### src/rtl/nat_arith_unit.sv
// nat_arith_unit: registered unsigned add-with-carry or x*y[M-1:0]+c, one result per cycle.
// Both datapaths share one ripple-carry adder function; mul-add is an M-row shift-and-add array.
module nat_arith_unit #(
    parameter int N = 8,
    parameter int M = 2
) (
    input  logic           clock,
    input  logic           reset_,
    input  logic           in_valid,
    input  logic           op,
    input  logic [N-1:0]   x,
    input  logic [N-1:0]   y,
    input  logic [N-1:0]   c,
    input  logic           c_in,
    output logic           out_valid,
    output logic [N+M-1:0] result,
    output logic           c_out
);
    function automatic logic [N:0] rca(input logic [N-1:0] a, input logic [N-1:0] b, input logic ci);
        logic [N-1:0] s;
        logic cy;
        s = '0;
        cy = ci;
        for (int i = 0; i < N; i++) begin
            s[i] = a[i] ^ b[i] ^ cy;
            cy = (a[i] & b[i]) | (cy & (a[i] ^ b[i]));
        end
        return {cy, s};
    endfunction

    logic [N:0]     add_sum;
    logic [N-1:0]   acc [0:M];
    logic [M-1:0]   lo;
    logic [N+M-1:0] mul_res;

    assign add_sum = rca(x, y, c_in);

    // c seeds the running partial sum, so the addend costs no extra adder row
    assign acc[0] = c;
    for (genvar j = 0; j < M; j++) begin : g_row
        logic [N:0] row;
        assign row        = rca(acc[j], y[j] ? x : '0, 1'b0);
        assign lo[j]      = row[0];
        assign acc[j + 1] = N'(row >> 1);
    end
    assign mul_res = {acc[M], lo};

    logic           out_valid_d, out_valid_q;
    logic [N+M-1:0] result_d, result_q;
    logic           c_out_d, c_out_q;

    always_comb begin
        out_valid_d = in_valid;
        result_d    = !in_valid ? result_q : op ? mul_res : {{M{1'b0}}, add_sum[N-1:0]};
        c_out_d     = !in_valid ? c_out_q : !op & add_sum[N];
    end

    always_ff @(posedge clock or negedge reset_) begin
        if (!reset_) begin
            out_valid_q <= 1'b0;
            result_q    <= '0;
            c_out_q     <= 1'b0;
        end else begin
            out_valid_q <= out_valid_d;
            result_q    <= result_d;
            c_out_q     <= c_out_d;
        end
    end

    assign out_valid = out_valid_q;
    assign result    = result_q;
    assign c_out     = c_out_q;
endmodule

### config.mk
export PLATFORM = sky130hd
export DESIGN_NAME = nat_arith_unit
export DESIGN_NICKNAME = d
export VERILOG_FILES = /design/src/rtl/nat_arith_unit.sv
export SDC_FILE = /design/constraint.sdc
export NUM_CORES = 1
export LEC_CHECK = 0
export CORE_AREA = 5 5 75 77
export DETAILED_ROUTE_END_ITERATION = 8
export DIE_AREA = 0 0 80 82
export PLACE_DENSITY = 0.51
export SETUP_SLACK_MARGIN = 0.3
export SYNTH_ARGS = -nofsm -noshare
export SYNTH_HDL_FRONTEND = slang
export SYNTH_SLANG_ARGS = --single-unit
### constraint.sdc
create_clock -name clock -period 2 [get_ports clock]
set_clock_uncertainty 0.05 [all_clocks]
set_input_delay 0.4 -clock clock [delete_from_list [all_inputs] [get_ports clock]]
set_output_delay 0.4 -clock clock [all_outputs]
set_load 0.05 [all_outputs]
==> results of run 1 <==
## report_power, final
| part | total, mW | leakage, nW | internal, mW | switching (mW) |
|---|---|---|---|---|
| clock | 0.209 | 0.0216 | 0.132 | 0.0774 |
| sequential | 0.304 | 0.144 | 0.284 | 0.0194 |
| combinational | 0.579 | 0.650 | 0.243 | 0.336 |
| total | 1.09 | 0.815 | 0.660 | 0.433 |
## flip-flops by register name, summed over array words and instances, names as in the netlist
register,cells
result,10
c_out,1
out_valid,1
## placed cells by master, fill, tap and decap left out, drive strengths merged
| cell | n |
|---|---|
| nor2 | 5 |
| nand2 | 11 |
| clkdlybuf4s50 | 20 |
| ha | 4 |
| buf | 16 |
| mux2i | 2 |
| a31oi | 3 |
| or2 | 2 |
| dlygate4sd2 | 14 |
| a31o | 3 |
| o21ai | 3 |
| nand2b | 4 |
| dlymetal6s2s | 1 |
| nor2b | 3 |
| dfrtp | 12 |
| clkbuf | 5 |
| nand3 | 2 |
| nand3b | 1 |
| a21oi | 2 |
| and2 | 5 |
| clkdlybuf4s15 | 1 |
| fa | 22 |
| inv | 21 |
| or2b | 4 |
## worst max-delay path by stage
stage | end | slack, ns | depth (start not counted)
5_1_grt | result[8] | -2.28 | 18
4_1_cts | result[8] | -2.35 | 18
2_1_floorplan | result[8] | -2.22 | 17
3_5_place_dp | result[8] | -3.01 | 18
3_3_place_gp | result[8] | -2.90 | 18
6_report | result[8] | -2.18 | 18
## logic make-up after synthesis
kind of cell             count (synthesis)  synth area share [%]
AND/OR/NAND/NOR                         37                  16.5
adder cells (fa/ha/maj)                 26                  41.4
buffers and inverters                   24                  9.19
flip-flops                              12                  25.3
AO/OA/AOI/OAI                           11                  5.91
multiplexers                             2                  1.69
## metrics by stage
step / total power, mW / worst slack, ns / hold WS, ns / instance area, um^2
CTS: 1.12 / -2.35 / 0.468 / 1890
global route: 1.20 / -2.28 / 0.490 / 1900
detailed placement: 0.908 / -3.01 / 0.460 / 1800
floorplan: 0.675 / -2.22 / 0.0544 / 1260
global placement: 0.905 / -2.90 / 0.457 / 1800
finish: 1.09 / -2.18 / 0.462 / 1900
## what timing repair did
item	CTS	global route
resized for setup	49	8
hold buffers	0	0
pin swaps	22	15
setup buffers	3	0
endpoints found under the setup margin	23	10
## metal layers
metal | vias up | routed length, um | track usage [%]
met3 | 2 | 198 | 2.52
met4 | 0 | 19 | 3.55
met2 | 21 | 1360 | 14.8
met1 | 434 | 1070 | 10.9
met5 | - | 0 | 0
li1 | 446 | - | -
## cell type report
type                            instances  area (um^2)
Clock buffer                            3         41.3
Sequential cell                        12          300
Tap cell                               70         87.6
Inverter                               21         78.8
Multi-Input combinational cell         76          886
Timing Repair Buffer                   54          502
Fill cell                             519         3050
## critical path, delay by kind of cell
family	cells	cell delay [ns]
compound gates	1	0.06
buf+inv	5	0.32
fa+ha+maj	11	3.36
simple gates	1	0.09
==> impl_metrics.json, run 1 <==
{
  "syn_avg_cell_area_um2": 10.6,
  "fin_crit_ns": 4.18,
  "ys_ff_latch": 12,
  "viasPerCell": 3.83,
  "p_leak_nw": 0.815,
  "wl_per_cell_um": 11.2,
  "synth-edff-count": 0,
  "die_width_um": 80,
  "top_level_ports": 41,
  "setup_viol": 9,
  "h-tree-depth": 1,
  "synth_area_leaders": "fa_1 (37%), dfrtp_1 (25%), inv_1 (6.7%)",
  "hp-start": "c_out",
  "cp-start-kind": "input pin",
  "syn2layout_area_growth_pct": 60.0,
  "worst_slew_pin_slew_ns": 0.536,
  "reg2reg_depth": 2,
  "synth_cells": 112,
  "track_usage_pct": 8.93,
  "synthTopCellsByCount": "fa_1 (22), inv_1 (21), dfrtp_1 (12)",
  "cts_root_buf": "clkbuf_8",
  "crit_fanout": 3,
  "cts_tree": "yes",
  "synth.cell_area_um2": 1180,
  "overflow": 0,
  "stdcell_count": 236,
  "finalSetupTns_ns": -12.85,
  "grt_pass1_vias": 973,
  "insertion_delay_ns": 0.23,
  "critPathArrivalTime_ns": 4.25,
  "cts_made_buffers": 3,
  "dr_total_vias": 903,
  "nNetsFinal": 223,
  "ys.flop_type": "dfrtp_1",
  "hold_violations": 0,
  "violations": "setup timing",
  "ant_nets": 0,
  "power.density_nw_per_um2": 576,
  "reg2reg_slack_ns": 1.11,
  "status": "finished with violations",
  "dp.cells": 230,
  "drv_cap": 0,
  "worstSetupPathType": "in -> reg",
  "synthesis.nets": 167,
  "gp_congestion": 0.714,
  "antenna_found_initial": 0,
  "r2r-end": "result[5]",
  "grt_start_max_net_pins": 18,
  "core_um2": 4940,
  "grt_first_pass_wirelength_um": 4580,
  "synth_async_sr_flop_share_pct": 100,
  "post-dp-hpwl_um": 2390,
  "finalWorstSetupSlack_ns": -2.18,
  "clock-sinks": 12,
  "required_ns": 2.07,
  "antennaDiodeCount": 0,
  "slew_viol_final": 0,
  "remaining_drc_errors": 0,
  "critPathMostFrequentCell": "fa_2",
  "hold_path.class": "reg -> reg",
  "firstDrtPassIters": 2,
  "drtIter0Drc": 32,
  "cp_cell_sequence": "buf_8 > ha_4 > ha_4 > fa_2 > inv_2 > fa_2 > fa_2 > fa_2 > fa_2 > fa_2 > inv_2 > fa_2 > inv_2 > fa_2 > inv_2 > fa_2 > nand3_2 > o21ai_2",
  "rsz0062_at_grt": "true",
  "yosysTopAreaCellShare_pct": 37.2,
  "synth_top_area_cell": "fa_1",
  "whs_path_depth": 2,
  "die_y_um": 82,
  "cp-startpoint": "y[0]",
  "cts.reportedPaths.clkPinSlew_ns": 0.05,
  "yosysSeqAreaShare_pct": 25.3,
  "ctsLongestPathBuffers": 2,
  "hold_end": "c_out",
  "vdd.ir_drop.worst_v": 0.000176,
  "slowest_stage": "fa_2",
  "relSlewSlack_pct": 64.2,
  "post-route-period-util_pct": 209,
  "finalCoreUtilization_pct": 38.3,
  "drive_above_1_share_pct": 36.1,
  "r2r_start": "result[5]",
  "clock.fmax_ghz": 0.239,
  "rows": 26,
  "start_util_pct": 24.0,
  "max_stage_delay_ns": 0.43,
  "die-area_um2": 6560,
  "yosys_warnings": 0,
  "post-synth-top-count-cell": "fa_1",
  "io_buffers": 40,
  "synth_cell_types": 21,
  "wl_um": 2640,
  "end_kind": "register"
}
No activity file was read; power rests on OpenSTA's default activity.
==> inputs of run 2 (changes only) <==
--- a/config.mk
+++ b/config.mk
@@ -6,8 +6,10 @@
 export NUM_CORES = 1
 export LEC_CHECK = 0
 export CORE_AREA = 5 5 75 77
+export CTS_BUF_LIST = sky130_fd_sc_hd__clkbuf_8
 export DETAILED_ROUTE_END_ITERATION = 8
 export DIE_AREA = 0 0 80 82
+export GPL_TIMING_DRIVEN = 0
 export PLACE_DENSITY = 0.51
 export SETUP_SLACK_MARGIN = 0.3
 export SYNTH_ARGS = -nofsm -noshare
==> run 2 against run 1 <==
The run still ends with setup timing left. Critical path depth unchanged. Worst setup slack lost 0.0084 ns. Sequential power about the same. Global-route usage shrank 1.1 points. Sequential share of layout area rose by 0.45 points. Critical path type unchanged. Highest routed layer unchanged.
==> impl_metrics.json, run 2 (synthesized netlist as in run 1, its figures left out) <==
{
  "antenna_found_initial": 0,
  "cp-start-kind": "input pin",
  "viasPerCell": 3.66,
  "firstDrtPassIters": 2,
  "switchingPower_uw": 432,
  "fin_crit_ns": 4.19,
  "status": "finished with violations",
  "cts_tree": "yes",
  "cts_root_buf": "clkbuf_8",
  "cts.reportedPaths.clkPinSlew_ns": 0.05,
  "wl_um": 2490,
  "grt_start_max_net_pins": 13,
  "fin_hold_ws_ns": 0.449,
  "clock-sinks": 12,
  "reg2reg_depth": 2,
  "worst_slew_pin_slew_ns": 0.550,
  "worstSetupPathType": "in -> reg",
  "nFillCells": 514,
  "r2r_start": "result[4]",
  "clock.fmax_ghz": 0.239,
  "grt_first_pass_wirelength_um": 4080,
  "finalSetupTns_ns": -12.80,
  "final_common_cell": "clkdlybuf4s50_1",
  "overflow": 0,
  "rows": 26,
  "hold_path.class": "reg -> reg",
  "required_ns": 2.07,
  "die_width_um": 80,
  "io_buffers": 40,
  "r2r-end": "result[4]",
  "p_seq_share_pct": 26.9,
  "comb_power_share_pct": 50.1,
  "intPower_uw": 690,
  "hold_end": "result[9]",
  "syn2layout_area_growth_pct": 55.5,
  "drv_cap": 0,
  "ant_nets": 0,
  "h-tree-depth": 1,
  "largest_reg_flops": 10,
  "final_cell_mix": "clkdlybuf4s50_1 (20), fa_2 (19), dlygate4sd2_1 (16)",
  "rsz0062_at_grt": "true",
  "post-route-period-util_pct": 209,
  "pwr-share-clk_pct": 23.1,
  "ctsLongestPathBuffers": 2,
  "die-area_um2": 6560,
  "relSlewSlack_pct": 63.2,
  "crit_fanout": 2,
  "slew_viol_final": 0,
  "critPathArrivalTime_ns": 4.26,
  "insertion_delay_ns": 0.24,
  "place_area_um2": 1750,
  "drive_above_1_share_pct": 30.2,
  "vdd.ir_drop.worst_v": 0.000211,
  "core_um2": 4940,
  "track_usage_pct": 7.86,
  "hold_buffers": 0,
  "setup_viol": 9,
  "cts_made_buffers": 3,
  "power.density_nw_per_um2": 609,
  "grt_pass1_vias": 938,
  "reg2reg_slack_ns": 1.14,
  "end_kind": "register",
  "wl_per_cell_um": 10.9,
  "violations": "setup timing",
  "fin_area_um2": 1840,
  "dr_total_vias": 839,
  "post-dp-hpwl_um": 2240,
  "gp_congestion": 0.709,
  "dp_worst_setup_slack_ns": -3.23,
  "remaining_drc_errors": 0,
  "netSwitchingFraction_pct": 38.5,
  "hold_violations": 0,
  "top_level_ports": 41,
  "nNetsFinal": 215,
  "whs_path_depth": 2,
  "drtIter0Drc": 14,
  "antennaDiodeCount": 0,
  "die_y_um": 82,
  "hp-start": "result[9]",
  "finalWorstSetupSlack_ns": -2.19,
  "start_util_pct": 24.0,
  "p_leak_nw": 0.777
}
-- run 2: cell types whose count changed in the layout (fill, tap and decap cells not counted), moves of 2 or more --
cell / change
buf_4: -9
buf_6: +2
buf_8: -2
clkbuf_2: -2
dlygate4sd2_1: +2
o21ai_2: -2
-- run 2: how the worst max path moves through the flow --
stage / startpoint / end / slack (ns) / depth (start not counted)
floorplan: y[0] / result[8] / -2.22 / 17
global placement: y[0] / result[8] / -3.19 / 18
detailed placement: y[0] / result[8] / -3.23 / 18
CTS: y[0] / result[8] / -2.19 / 18
global route: y[0] / result[8] / -2.28 / 18
finish: y[0] / result[8] / -2.19 / 18
-- run 2: what timing repair did --
action / CTS / global route
buffers inserted: 3 / 0
pin swaps: 7 / 1
setup endpoints to repair: 23 / 10
resized for setup: 51 / 0
-- run 2: power groups by stage --
stage	combinational (mW)	sequential, mW	clock (mW)
finish	0.562	0.301	0.259
detailed placement	0.588	0.308	0
floorplan	0.221	0.454	0
CTS	0.576	0.302	0.267
global placement	0.587	0.308	0
global route	0.634	0.307	0.277
-- run 2: layout make-up --
class	instances	area [um^2]	share of cell area (%)
multi-input combinational	76	873	47.4
sequential	12	300	16.3
tap	70	87.6	4.75
clock buffer	4	55.1	2.99
buffer	3	30.0	1.63
timing repair buffer	43	418	22.7
inverter	21	78.8	4.28
-- run 2: worst max-delay path: stages --
cell     delay (ns)
buf_12         0.10
ha_4           0.15
ha_4           0.15
fa_2           0.33
inv_2          0.07
fa_2           0.44
fa_2           0.35
fa_2           0.34
fa_2           0.35
fa_2           0.34
inv_2          0.06
fa_2           0.18
inv_2          0.04
fa_2           0.33
inv_2          0.06
fa_2           0.43
nand3_2        0.08
o21ai_1        0.06
-- run 2: stage by stage --
stage	cells	utilization (%)	total power, mW
after CTS	229	37.3	1.14
after global routing	229	37.3	1.22
after global placement	222	35.4	0.895
after detailed placement	222	35.4	0.896
after floorplan	112	-	0.675
final	229	37.3	1.12
-- run 2: per-layer routing --
metal	GRT usage, %	part of all wire (%)
met1	10.3	44
met2	12.9	49
met3	1.75	6.2
met4	2.53	0.68
met5	0	0
==> inputs of run 3 (changes only) <==
--- a/config.mk
+++ b/config.mk
@@ -5,12 +5,12 @@
 export SDC_FILE = /design/constraint.sdc
 export NUM_CORES = 1
 export LEC_CHECK = 0
-export CORE_AREA = 5 5 75 77
+export CORE_AREA = 5 5 61 63
 export CTS_BUF_LIST = sky130_fd_sc_hd__clkbuf_8
 export DETAILED_ROUTE_END_ITERATION = 8
-export DIE_AREA = 0 0 80 82
+export DIE_AREA = 0 0 66 68
 export GPL_TIMING_DRIVEN = 0
-export PLACE_DENSITY = 0.51
+export PLACE_DENSITY = 0.72
 export SETUP_SLACK_MARGIN = 0.3
 export SYNTH_ARGS = -nofsm -noshare
 export SYNTH_HDL_FRONTEND = slang
==> run 3 against run 2 <==
The run still ends with setup timing left. Via count grew 8.1%. Wire length grew 6.0%. Design area shrank 2.0%. Count of clock-buffer cells in the layout is the same. Hold slack gained 0.0062 ns. Critical path depth is the same. Critical endpoint unchanged. Worst setup slack gained 0.0032 ns. Sequential power is essentially flat. Core utilization grew 20 points. Cell count shrank 10%. Register-to-register slack lost 0.02 ns. First-iteration DRC count grew 86%.
==> impl_metrics.json, run 3 (synthesized netlist as in run 1, its figures left out) <==
{
  "dr_wl_met2_um": 1420,
  "grt_pass1_vias": 1001,
  "overflow": 0,
  "wl_um": 2640,
  "slew_viol_final": 0,
  "die_width_um": 66,
  "viasPerCell": 4.42,
  "grt_start_max_net_pins": 13,
  "antennaDiodeCount": 0,
  "drive_above_1_share_pct": 30.2,
  "io_buffers": 40,
  "hold_violations": 0,
  "start_util_pct": 37.3,
  "post-route-period-util_pct": 209,
  "r2r-end": "result[5]",
  "worstSetupPathType": "in -> reg",
  "p_seq_share_pct": 26.5,
  "critPathMostFrequentCell": "fa_2",
  "reg2reg_slack_ns": 1.12,
  "end_kind": "register",
  "critPathArrivalTime_ns": 4.26,
  "power.density_nw_per_um2": 633,
  "crit_fanout": 2,
  "path_buf_inv": 5,
  "finalCoreUtilization_pct": 56.8,
  "switchingPower_uw": 448,
  "setup_viol": 9,
  "ant_nets": 0,
  "largest_reg_flops": 10,
  "hold_buffers": 0,
  "cp-start-kind": "input pin",
  "insertion_delay_ns": 0.24,
  "cts_tree": "yes",
  "wl_met1_um": 1010,
  "fin_hold_ws_ns": 0.455,
  "syn2layout_area_growth_pct": 52.4,
  "required_ns": 2.08,
  "dr_total_vias": 907,
  "r2r_start": "result[5]",
  "comb_power_share_pct": 50.5,
  "reg2reg_depth": 2,
  "pwr-share-clk_pct": 23.0,
  "relSlewSlack_pct": 64.4,
  "vdd.ir_drop.worst_v": 0.000216,
  "gp_congestion": 0.833,
  "drtIter0Drc": 26,
  "worst_slew_pin_slew_ns": 0.533,
  "nNetsFinal": 215,
  "firstDrtPassIters": 4,
  "die-area_um2": 4490,
  "p_leak_nw": 0.778,
  "hold_path.class": "in -> async",
  "grt_first_pass_wirelength_um": 4490,
  "intPower_uw": 696,
  "fin_crit_ns": 4.18,
  "crit_family": "adder cells",
  "track_usage_pct": 13.2,
  "antenna_found_initial": 0,
  "rows": 21,
  "nFillCells": 281,
  "clock-sinks": 12,
  "max_stage_delay_ns": 0.44,
  "multi_input_area_um2": 873,
  "h-tree-depth": 1,
  "remaining_drc_errors": 0,
  "die_y_um": 68,
  "finalSetupTns_ns": -12.92,
  "top_level_ports": 41,
  "post-dp-hpwl_um": 2320,
  "cts_root_buf": "clkbuf_8",
  "status": "finished with violations",
  "finalWorstSetupSlack_ns": -2.18,
  "cts.reportedPaths.clkPinSlew_ns": 0.05,
  "cts_made_buffers": 3,
  "dp_worst_setup_slack_ns": -3.23,
  "ctsLongestPathBuffers": 2,
  "netSwitchingFraction_pct": 39.2,
  "clock.fmax_ghz": 0.239,
  "seq_area_um2": 300,
  "final_cell_mix": "fa_2 (19), clkdlybuf4s50_1 (19), dlygate4sd2_1 (17)",
  "rsz0062_at_grt": "true",
  "wl_per_cell_um": 12.9,
  "drv_cap": 0,
  "violations": "setup timing",
  "highest-signal-layer": "met4",
  "cp_cell_sequence": "buf_12 > ha_4 > ha_4 > fa_2 > inv_2 > fa_2 > fa_2 > fa_2 > fa_2 > fa_2 > inv_2 > fa_2 > inv_2 > fa_2 > inv_2 > fa_2 > nand3_2 > o21ai_1",
  "core_um2": 3180,
  "met3WireLength_um": 143,
  "slowest_stage": "fa_2"
}
run 3: area by class of cell:
type / instances / share of cell area, %
plain buffers: 3 / 1.66
clock buffers: 4 / 3.05
inverters: 21 / 4.37
multi-input cells: 76 / 48.4
flip-flops and latches: 12 / 16.6
well taps: 46 / 3.19
repair buffers: 43 / 22.7
run 3: worst max path at each step:
stage | end | slack [ns] | cells past startpoint | startpoint
floorplan | result[8] | -2.22 | 17 | y[0]
detailed placement | result[8] | -3.23 | 18 | y[0]
global route | result[8] | -2.29 | 18 | y[0]
global placement | result[8] | -3.17 | 18 | y[0]
CTS | result[8] | -2.21 | 18 | y[0]
finish | result[8] | -2.18 | 18 | y[0]
run 3: power by group through the flow:
stage | Sequential [mW] | Combinational [mW] | Clock [mW]
after CTS | 0.305 | 0.591 | 0.266
after global placement | 0.306 | 0.577 | 0
final | 0.303 | 0.578 | 0.262
after detailed placement | 0.310 | 0.606 | 0
after global routing | 0.309 | 0.642 | 0.281
after floorplan | 0.454 | 0.221 | 0
run 3: stage by stage:
step           total power [mW]  instances  area [um^2]
4_1_cts                    1.16        205         1810
3_5_place_dp              0.917        198         1720
6_report                   1.14        205         1810
3_3_place_gp              0.883        198         1720
5_1_grt                    1.23        205         1810
2_1_floorplan             0.675        112         1260
run 3: timing repair:
action	CTS	global route
resized for setup	53	0
setup endpoints to repair	23	10
gates cloned	0	0
pin swaps	8	3
buffers inserted	3	0
run 3: per-layer routing:
metal,GRT usage [%],vias to the layer above
li1,-,432
met1,15.2,439
met2,23.5,28
met3,1.97,8
met4,7.61,0
met5,0,-
run 3: worst reg2reg max path, cell delays in order (launching register included):
cell and delay [ns]:
dfrtp_1 0.37, nor2b_1 0.14, a31o_2 0.21
